### src/rtl/ip_rx_cr_coalesce.sv
// RX credit return coalescer: header/NPD credits are returned one per cycle,
// posted-data credits are batched and released on threshold, timeout or flush.
module ip_rx_cr_coalesce #(
    parameter int unsigned c_PD_THRESH = 16,
    parameter int unsigned c_TIMEOUT   = 255
) (
    input  logic       clk,
    input  logic       rst,
    input  logic       in_ph_cr,
    input  logic       in_pd_cr,
    input  logic [7:0] in_pd_num,
    input  logic       in_nph_cr,
    input  logic       in_npd_cr,
    input  logic       cr_hold,
    input  logic       flush,
    output logic       ph_cr,
    output logic       nph_cr,
    output logic       npd_cr,
    output logic       pd_cr,
    output logic [7:0] pd_num,
    output logic       flush_done,
    output logic       err_ovf
);

    localparam logic [11:0] PD_THRESH = 12'(c_PD_THRESH);
    localparam logic [11:0] TMO       = 12'(c_TIMEOUT);

    typedef enum logic [1:0] {
        e_IDLE,
        e_ACCUM,
        e_FLUSH
    } state_t;

    // Returns {overflow, next_count}; saturates at 255 and drops the excess.
    function automatic logic [8:0] hdr_next(input logic [7:0] cnt,
                                            input logic       dec,
                                            input logic       inc);
        logic [8:0] sum;
        sum = {1'b0, cnt} - {8'd0, dec} + {8'd0, inc};
        if (sum[8]) hdr_next = {1'b1, 8'hFF};
        else        hdr_next = {1'b0, sum[7:0]};
    endfunction

    // Returns {overflow, next_acc}; saturates at 4095.
    function automatic logic [12:0] acc_next(input logic [11:0] acc,
                                             input logic [7:0]  dec,
                                             input logic [5:0]  inc);
        logic [12:0] sum;
        sum = {1'b0, acc} - {5'd0, dec} + {7'd0, inc};
        if (sum[12]) acc_next = {1'b1, 12'hFFF};
        else         acc_next = {1'b0, sum[11:0]};
    endfunction

    // DW length to 4-DW credits; a zero length field means 128 DW.
    function automatic logic [5:0] pd_credits(input logic [6:0] len_dw);
        logic [7:0] len;
        logic [7:0] rnd;
        len = (len_dw == 7'd0) ? 8'd128 : {1'b0, len_dw};
        rnd = len + 8'd3;
        pd_credits = rnd[7:2];
    endfunction

    state_t      state_q, state_d;
    logic [7:0]  ph_cnt_q, ph_cnt_d;
    logic [7:0]  nph_cnt_q, nph_cnt_d;
    logic [7:0]  npd_cnt_q, npd_cnt_d;
    logic [11:0] pd_acc_q, pd_acc_d;
    logic [11:0] pd_tmr_q, pd_tmr_d;
    logic        ph_cr_q, ph_cr_d;
    logic        nph_cr_q, nph_cr_d;
    logic        npd_cr_q, npd_cr_d;
    logic        pd_cr_q, pd_cr_d;
    logic [7:0]  pd_num_q, pd_num_d;
    logic        flush_done_q, flush_done_d;
    logic        err_ovf_q, err_ovf_d;

    logic        ovf_ph, ovf_nph, ovf_npd, ovf_pd;
    logic [5:0]  pd_inc;
    logic        any_in;
    logic        unused_pd_num_msb;

    assign unused_pd_num_msb = in_pd_num[7];

    always_comb begin
        ph_cr_d      = 1'b0;
        nph_cr_d     = 1'b0;
        npd_cr_d     = 1'b0;
        pd_cr_d      = 1'b0;
        pd_num_d     = 8'd0;
        flush_done_d = 1'b0;
        state_d      = state_q;
        pd_inc       = in_pd_cr ? pd_credits(in_pd_num[6:0]) : 6'd0;
        any_in       = in_ph_cr | in_pd_cr | in_nph_cr | in_npd_cr;

        if (!cr_hold) begin
            ph_cr_d  = (ph_cnt_q != 8'd0);
            nph_cr_d = (nph_cnt_q != 8'd0);
            npd_cr_d = (npd_cnt_q != 8'd0);
            pd_cr_d  = (pd_acc_q != 12'd0) &&
                       ((pd_acc_q >= PD_THRESH) || (pd_tmr_q == TMO) ||
                        (state_q == e_FLUSH));
        end
        if (pd_cr_d) pd_num_d = (pd_acc_q > 12'd255) ? 8'hFF : pd_acc_q[7:0];

        {ovf_ph,  ph_cnt_d}  = hdr_next(ph_cnt_q,  ph_cr_d,  in_ph_cr);
        {ovf_nph, nph_cnt_d} = hdr_next(nph_cnt_q, nph_cr_d, in_nph_cr);
        {ovf_npd, npd_cnt_d} = hdr_next(npd_cnt_q, npd_cr_d, in_npd_cr);
        {ovf_pd,  pd_acc_d}  = acc_next(pd_acc_q, pd_num_d, pd_inc);
        err_ovf_d = err_ovf_q | ovf_ph | ovf_nph | ovf_npd | ovf_pd;

        // Timer measures how long a non-empty accumulator has gone without a release.
        if (pd_cr_d || (pd_acc_d == 12'd0)) pd_tmr_d = 12'd0;
        else if (pd_tmr_q == TMO)           pd_tmr_d = pd_tmr_q;
        else                                pd_tmr_d = pd_tmr_q + 12'd1;

        case (state_q)
            e_IDLE: begin
                if (flush)                     state_d = e_FLUSH;
                else if (pd_acc_d != 12'd0)    state_d = e_ACCUM;
            end
            e_ACCUM: begin
                if (flush)                     state_d = e_FLUSH;
                else if (pd_acc_d == 12'd0)    state_d = e_IDLE;
            end
            e_FLUSH: begin
                if (!cr_hold && !any_in && (ph_cnt_q == 8'd0) && (nph_cnt_q == 8'd0) &&
                    (npd_cnt_q == 8'd0) && (pd_acc_q == 12'd0)) begin
                    flush_done_d = 1'b1;
                    state_d      = e_IDLE;
                end
            end
            default: state_d = e_IDLE;
        endcase
    end

    always_ff @(posedge clk) begin
        if (rst) begin
            state_q      <= e_IDLE;
            ph_cnt_q     <= 8'd0;
            nph_cnt_q    <= 8'd0;
            npd_cnt_q    <= 8'd0;
            pd_acc_q     <= 12'd0;
            pd_tmr_q     <= 12'd0;
            ph_cr_q      <= 1'b0;
            nph_cr_q     <= 1'b0;
            npd_cr_q     <= 1'b0;
            pd_cr_q      <= 1'b0;
            pd_num_q     <= 8'd0;
            flush_done_q <= 1'b0;
            err_ovf_q    <= 1'b0;
        end else begin
            state_q      <= state_d;
            ph_cnt_q     <= ph_cnt_d;
            nph_cnt_q    <= nph_cnt_d;
            npd_cnt_q    <= npd_cnt_d;
            pd_acc_q     <= pd_acc_d;
            pd_tmr_q     <= pd_tmr_d;
            ph_cr_q      <= ph_cr_d;
            nph_cr_q     <= nph_cr_d;
            npd_cr_q     <= npd_cr_d;
            pd_cr_q      <= pd_cr_d;
            pd_num_q     <= pd_num_d;
            flush_done_q <= flush_done_d;
            err_ovf_q    <= err_ovf_d;
        end
    end

    assign ph_cr      = ph_cr_q;
    assign nph_cr     = nph_cr_q;
    assign npd_cr     = npd_cr_q;
    assign pd_cr      = pd_cr_q;
    assign pd_num     = pd_num_q;
    assign flush_done = flush_done_q;
    assign err_ovf    = err_ovf_q;

endmodule

### config.mk
export PLATFORM = sky130hd
export DESIGN_NAME = ip_rx_cr_coalesce
export DESIGN_NICKNAME = d
export VERILOG_FILES = /design/src/rtl/ip_rx_cr_coalesce.sv
export SDC_FILE = /design/constraint.sdc
export NUM_CORES = 1
export LEC_CHECK = 0
export CAP_MARGIN = 10
export CORE_MARGIN = 2
export CORE_UTILIZATION = 44
export CTS_CLUSTER_DIAMETER = 80
export DETAILED_ROUTE_END_ITERATION = 6
export PLACE_DENSITY = 0.69
export SYNTH_ARGS = -nofsm -noshare
export SYNTH_HDL_FRONTEND = slang
export SYNTH_SLANG_ARGS = --single-unit
export TNS_END_PERCENT = 20
### constraint.sdc
create_clock -name clk -period 7.45 [get_ports clk]
set_input_delay 1.49 -clock clk [delete_from_list [all_inputs] [get_ports clk]]
set_output_delay 1.49 -clock clk [all_outputs]
set_load 0.01 [all_outputs]
# Yosys cells after proc, flatten, opt, wreduce, memory -nomap -nowiden
# Index checks and enable logic that the tools add are counted.
# word_totals
n_memories	0
in_bits	16
wordCells	84
reg_bits	64
romBits	0
latchBits	0
mem_bits_rw	0
# op_classes
n_shift	0
multipliers	0
add_sub_neg	10
n_div	0
n_bitwise	8
reduce_logical	26
eq_ne	6
order_cmp	2
mux	19
# ops
cell	count
9-bit by 1-bit adder with 9-bit output	3
9-bit 2-to-1 mux	3
8-bit by 1-bit subtractor with 9-bit output	3
12-bit zero test	2
8-bit zero test	3
8-bit 2-to-1 mux	3
12-bit nonzero test	2
8-bit nonzero test	3
13-bit by 6-bit adder with 13-bit output	1
13-bit 2-to-1 mux	1
12-bit by 8-bit subtractor with 13-bit output	1
12-bit by 1-bit adder with 12-bit output (second input constant)	1
12-bit by 8-bit equality test with 1-bit output (second input constant)	1
12-bit by 5-bit greater-or-equal comparator with 1-bit output (second input constant)	1
12-bit by 8-bit > comparator with 1-bit output (second input constant)	1
2-bit 2-to-1 mux	5
8-bit by 2-bit adder with 8-bit output (second input constant)	1
7-bit zero test	1
1-bit bitwise OR	7
1-bit logical AND	6
6-bit 2-to-1 mux	1
3-bit != test (second input constant)	2
2-bit one-hot mux with 3 select lines	1
1-bit 2-to-1 mux	5
other kinds (9)	13

# Longest topological paths before layout
# logic_depth
depth_word	13
ltp_mapped	21
ltp_nobuf	20

# Worst setup path before layout
# No wires, ideal clock.
# synth_path
path_kind	input to register
startpoint	input port in_pd_num[0]
endpoint	register pd_tmr_q[10]
slack_ns	2.630
cell_stages	15
setup_time_ns	0.142
arrival_time_ns	4.678
required_ns	7.308
cell_sequence	or4_1 -> nor4_1 -> o21ai_0 -> fa_1 -> inv_1 -> ha_1 -> buf_2 -> a21oi_1 -> o21ai_0 -> a41o_4 -> a41oi_2 -> nand3_1 -> nor4_4 -> buf_6 -> nor4_2
# synth_via
elab_chain_cells	9
# synth_lines
item	line_no	text
from (decl)	11	input logic [7:0] in_pd_num,
7-bit zero test	58	len = (len_dw == 7'd0) ? 8'd128 : {1'b0, len_dw};
8-bit 2-to-1 mux *	58	
8-bit by 2-bit adder with 8-bit output *	59	rnd = len + 8'd3;
6-bit 2-to-1 mux *	92	pd_inc = in_pd_cr ? pd_credits(in_pd_num[6:0]) : 6'd0;
13-bit by 6-bit adder with 13-bit output *	49	sum = {1'b0, acc} - {5'd0, dec} + {7'd0, inc};
13-bit 2-to-1 mux *	50	if (sum[12]) acc_next = {1'b1, 12'hFFF};
12-bit zero test *	112	if (pd_cr_d || (pd_acc_d == 12'd0)) pd_tmr_d = 12'd0;
1-bit logical OR *	112	
2-bit OR reduction (no line) *	--	
to (signal assigned)	157	pd_tmr_q <= pd_tmr_d;
to (decl)	68	logic [11:0] pd_tmr_q, pd_tmr_d;
# Every way passes the cells marked *; elsewhere a longest branch is shown, timed or not.
# A chain may end at the register's enable or synchronous reset.

# Worst setup path in the final report
# layout_path
startpoint	input port in_pd_num[1]
endpoint	register pd_tmr_q[4]
# The elaborated chain is that of the path after synthesis.

==> impl_results.md <==
* Status: complete, no violations
* Slew HR at 0.359
* Fmax at 179 MHz
* Length of the first detailed-routing pass in iterations at 4
* Port Buffer Count at 28
* Worst hold margin at 470 ps
* Post-Syn Nets at 613
* Initial antenna violation count at 0
* Share of layout cells above drive strength 1 at 0.0694
* # rows at 37
* CTS H-tree depth at 3
* Critical-path top delay cell: nor4_4
* Io pins at 30
* Fin Setup TNS at 0 ps
* Initial Util at 0.447
* DIE WIDTH at 106 um
* Async S/R FF share, synth at 0
* Die area at 0.0112 mm^2
* Max incr delay on CP at 880 ps
* Setup Crit Path Kind: primary input to flip-flop
* Clock Skews at 7.60 ps
* Worst-path clk slew at 70 ps
* Hold Crit Class: flip-flop to flip-flop
* Iteration-0 DRC Markers at 154
* Vias in the first global route at 3573
* CTS Root Cell: clkbuf_8
* Hold_buf cts at 0
* Cell accounting for the most synthesized area: dfxtp_1
* Minimum clock period at 5590 ps
* Area contributors post-synth: dfxtp_1 (28%), ha_1 (15%), a21oi_1 (5.9%), inv_1 (5.9%), nor2_1 (4.6%)
* Crit start category: primary input
* Pin count of the biggest net entering global routing at 57
* Hold Vio Cnt, Final at 0
* CTS tree: yes
* Setup repair bufs after CTS at 0
* WP data arrival at 5790 ps
* Fraction of the yosys area taken by sequential cells at 0.282
* Cell chain of the critical path: clkdlybuf4s50_1, or4_1, nor4_1, o21ai_0, fa_1, inv_1, ha_1, a21oi_1, o21ai_0, a41oi_1, a211oi_1, nand3_1, nor4_4, nor4_2
* Final setup viols at 0
* Detailed Place HPWL at 6.75 mm
* Placed inst area at 0.00492 mm^2
* Flop2flop setup slack at 2230 ps
* Drt total wl at 9.10 mm
* Maxcap violations at 0
* Top Family by Delay on Critical Path: simple AND/OR/NAND/NOR gates
* CTS Buffer Depth at 2
* Top FF cell, synth: dfxtp_1
* Slew @ Worst Pin at 955 ps
* Final net count at 638
* Worst slack at placement at 1480 ps
* Residual DRC at 0
* Worst Setup End Kind: flip-flop
* Final ANT Viol Nets at 0
* Yosys cell types at 54
* WP buf/inv at 2
* YS warnings at 0
* Drt via density at 5.24
* Clk sink count at 64
* Fillers at 968
* Commonest non-fill, non-tap cells in the layout: inv_1 (72), dfxtp_1 (64), nor2_1 (56), ha_1 (56), a21oi_1 (54)
* Worst Path Required at 7650 ps
* Final antenna diode count at 0
* CP dominant cell by count: o21ai_0
* Design area at 0.00519 mm^2
* Gr ovfl total at 0
* Total track usage at 0.174
* Setup ws final at 1860 ps
* Placeable Area at 0.0102 mm^2
* Seq cells post-synth at 64
* Most common cell after layout, fill and taps aside: inv_1
* Gpl congestion at 0.883
* Post-CTS resize count at 0
* First-pass GRT wire length at 15.9 mm
* Syn avg cell area at 8.55 um^2
* Crit-path max FO at 13
* Die height at 106 um
* CTS buffer count at 9
* Number of flops mapped to enable cells by yosys at 0
* Clk Latency, worst-skew pair at 350 ps
* Post-synthesis cell area at 0.00455 mm^2
* Synth-to-layout area growth at 14.1%
* Share of the synthesized area in the top cell type at 0.282
* Period utilization at 0.751
* Mapped Cells at 532
* Vias at 3658
* Final Max Tran Viols at 0
* RSZ-0062 raised after global routing: false
* WL per Instance at 13.0 um
## path summary, 6_finish.rpt
check / cells past startpoint / startpoint / to
worst max-delay path: 14 / in_pd_num[1] / pd_tmr_q[4]
worst min register to register: 1 / state_q[1] / state_q[0]
worst min-delay path: 1 / state_q[1] / state_q[0]
worst max register to register: 16 / pd_tmr_q[0] / pd_tmr_q[4]
## sequential cells by signal, indices dropped and copies added (netlist names)
name        count
ph_cr           1
ph_cnt_q        8
pd_acc_q       12
err_ovf         1
state_q         2
pd_tmr_q       12
pd_num          8
nph_cnt_q       8
nph_cr          1
flush_done      1
npd_cr          1
npd_cnt_q       8
pd_cr           1
## per-stage QoR
stage	util	cells
finish	0.510	698
global route	0.510	698
CTS	0.510	698
detailed placement	0.483	682
global placement	0.483	682
floorplan	-	532
## synth_stat cells, types with 2 or more instances
| master | instances |
|---|---|
| a21o_1 | 8 |
| a21oi_1 | 54 |
| a41oi_1 | 2 |
| and2_1 | 5 |
| and3_1 | 4 |
| and4_1 | 3 |
| buf_2 | 3 |
| clkbuf_1 | 10 |
| dfxtp_1 | 64 |
| fa_1 | 9 |
| ha_1 | 56 |
| inv_1 | 72 |
| mux2i_1 | 2 |
| nand2_1 | 18 |
| nand2b_1 | 5 |
| nand3_1 | 7 |
| nand4_1 | 10 |
| nor2_1 | 56 |
| nor2b_1 | 5 |
| nor3_1 | 6 |
| nor3b_1 | 6 |
| nor4_1 | 9 |
| nor4_2 | 10 |
| o211a_1 | 2 |
| o21a_1 | 8 |
| o21ai_0 | 13 |
| o21ai_2 | 2 |
| o21bai_1 | 6 |
| o31a_1 | 2 |
| o41ai_1 | 5 |
| or3_1 | 8 |
| or4_1 | 2 |
| xnor2_1 | 23 |
| xor2_1 | 17 |
## layer usage
metal,GRT usage,part of all wire,routed length (um),vias up
li1,-,-,-,1886
met1,0.211,0.46,4230,1710
met2,0.304,0.49,4420,50
met3,0.0402,0.034,309,12
met4,0.0573,0.016,141,0
met5,0,0,0,-
## cells by family (layout without fill, tap and decap cells)
kind of cell	after synthesis	after routing	share of synthesized area
DFF	64	64	0.282
buffers and inverters	88	118	0.0784
xor gates and xnor gates	40	40	0.0770
and+or+nand+nor	159	159	0.199
muxes	2	2	0.00440
AOI/OAI and AO/OA	114	114	0.166
adders and majority gates	65	65	0.194
## layout make-up
class,count,area [um^2],area share
multi-input cells,380,2910,0.561
flip-flops and latches,64,1280,0.247
repair buffers,30,290,0.0559
inverters,72,270,0.0521
well taps,136,170,0.0328
clock buffers,11,141,0.0272
clock inverters,5,128,0.0246
Power is not shown: default switching activity piles up to over one toggle a cycle in this logic, so the estimate is an artifact.
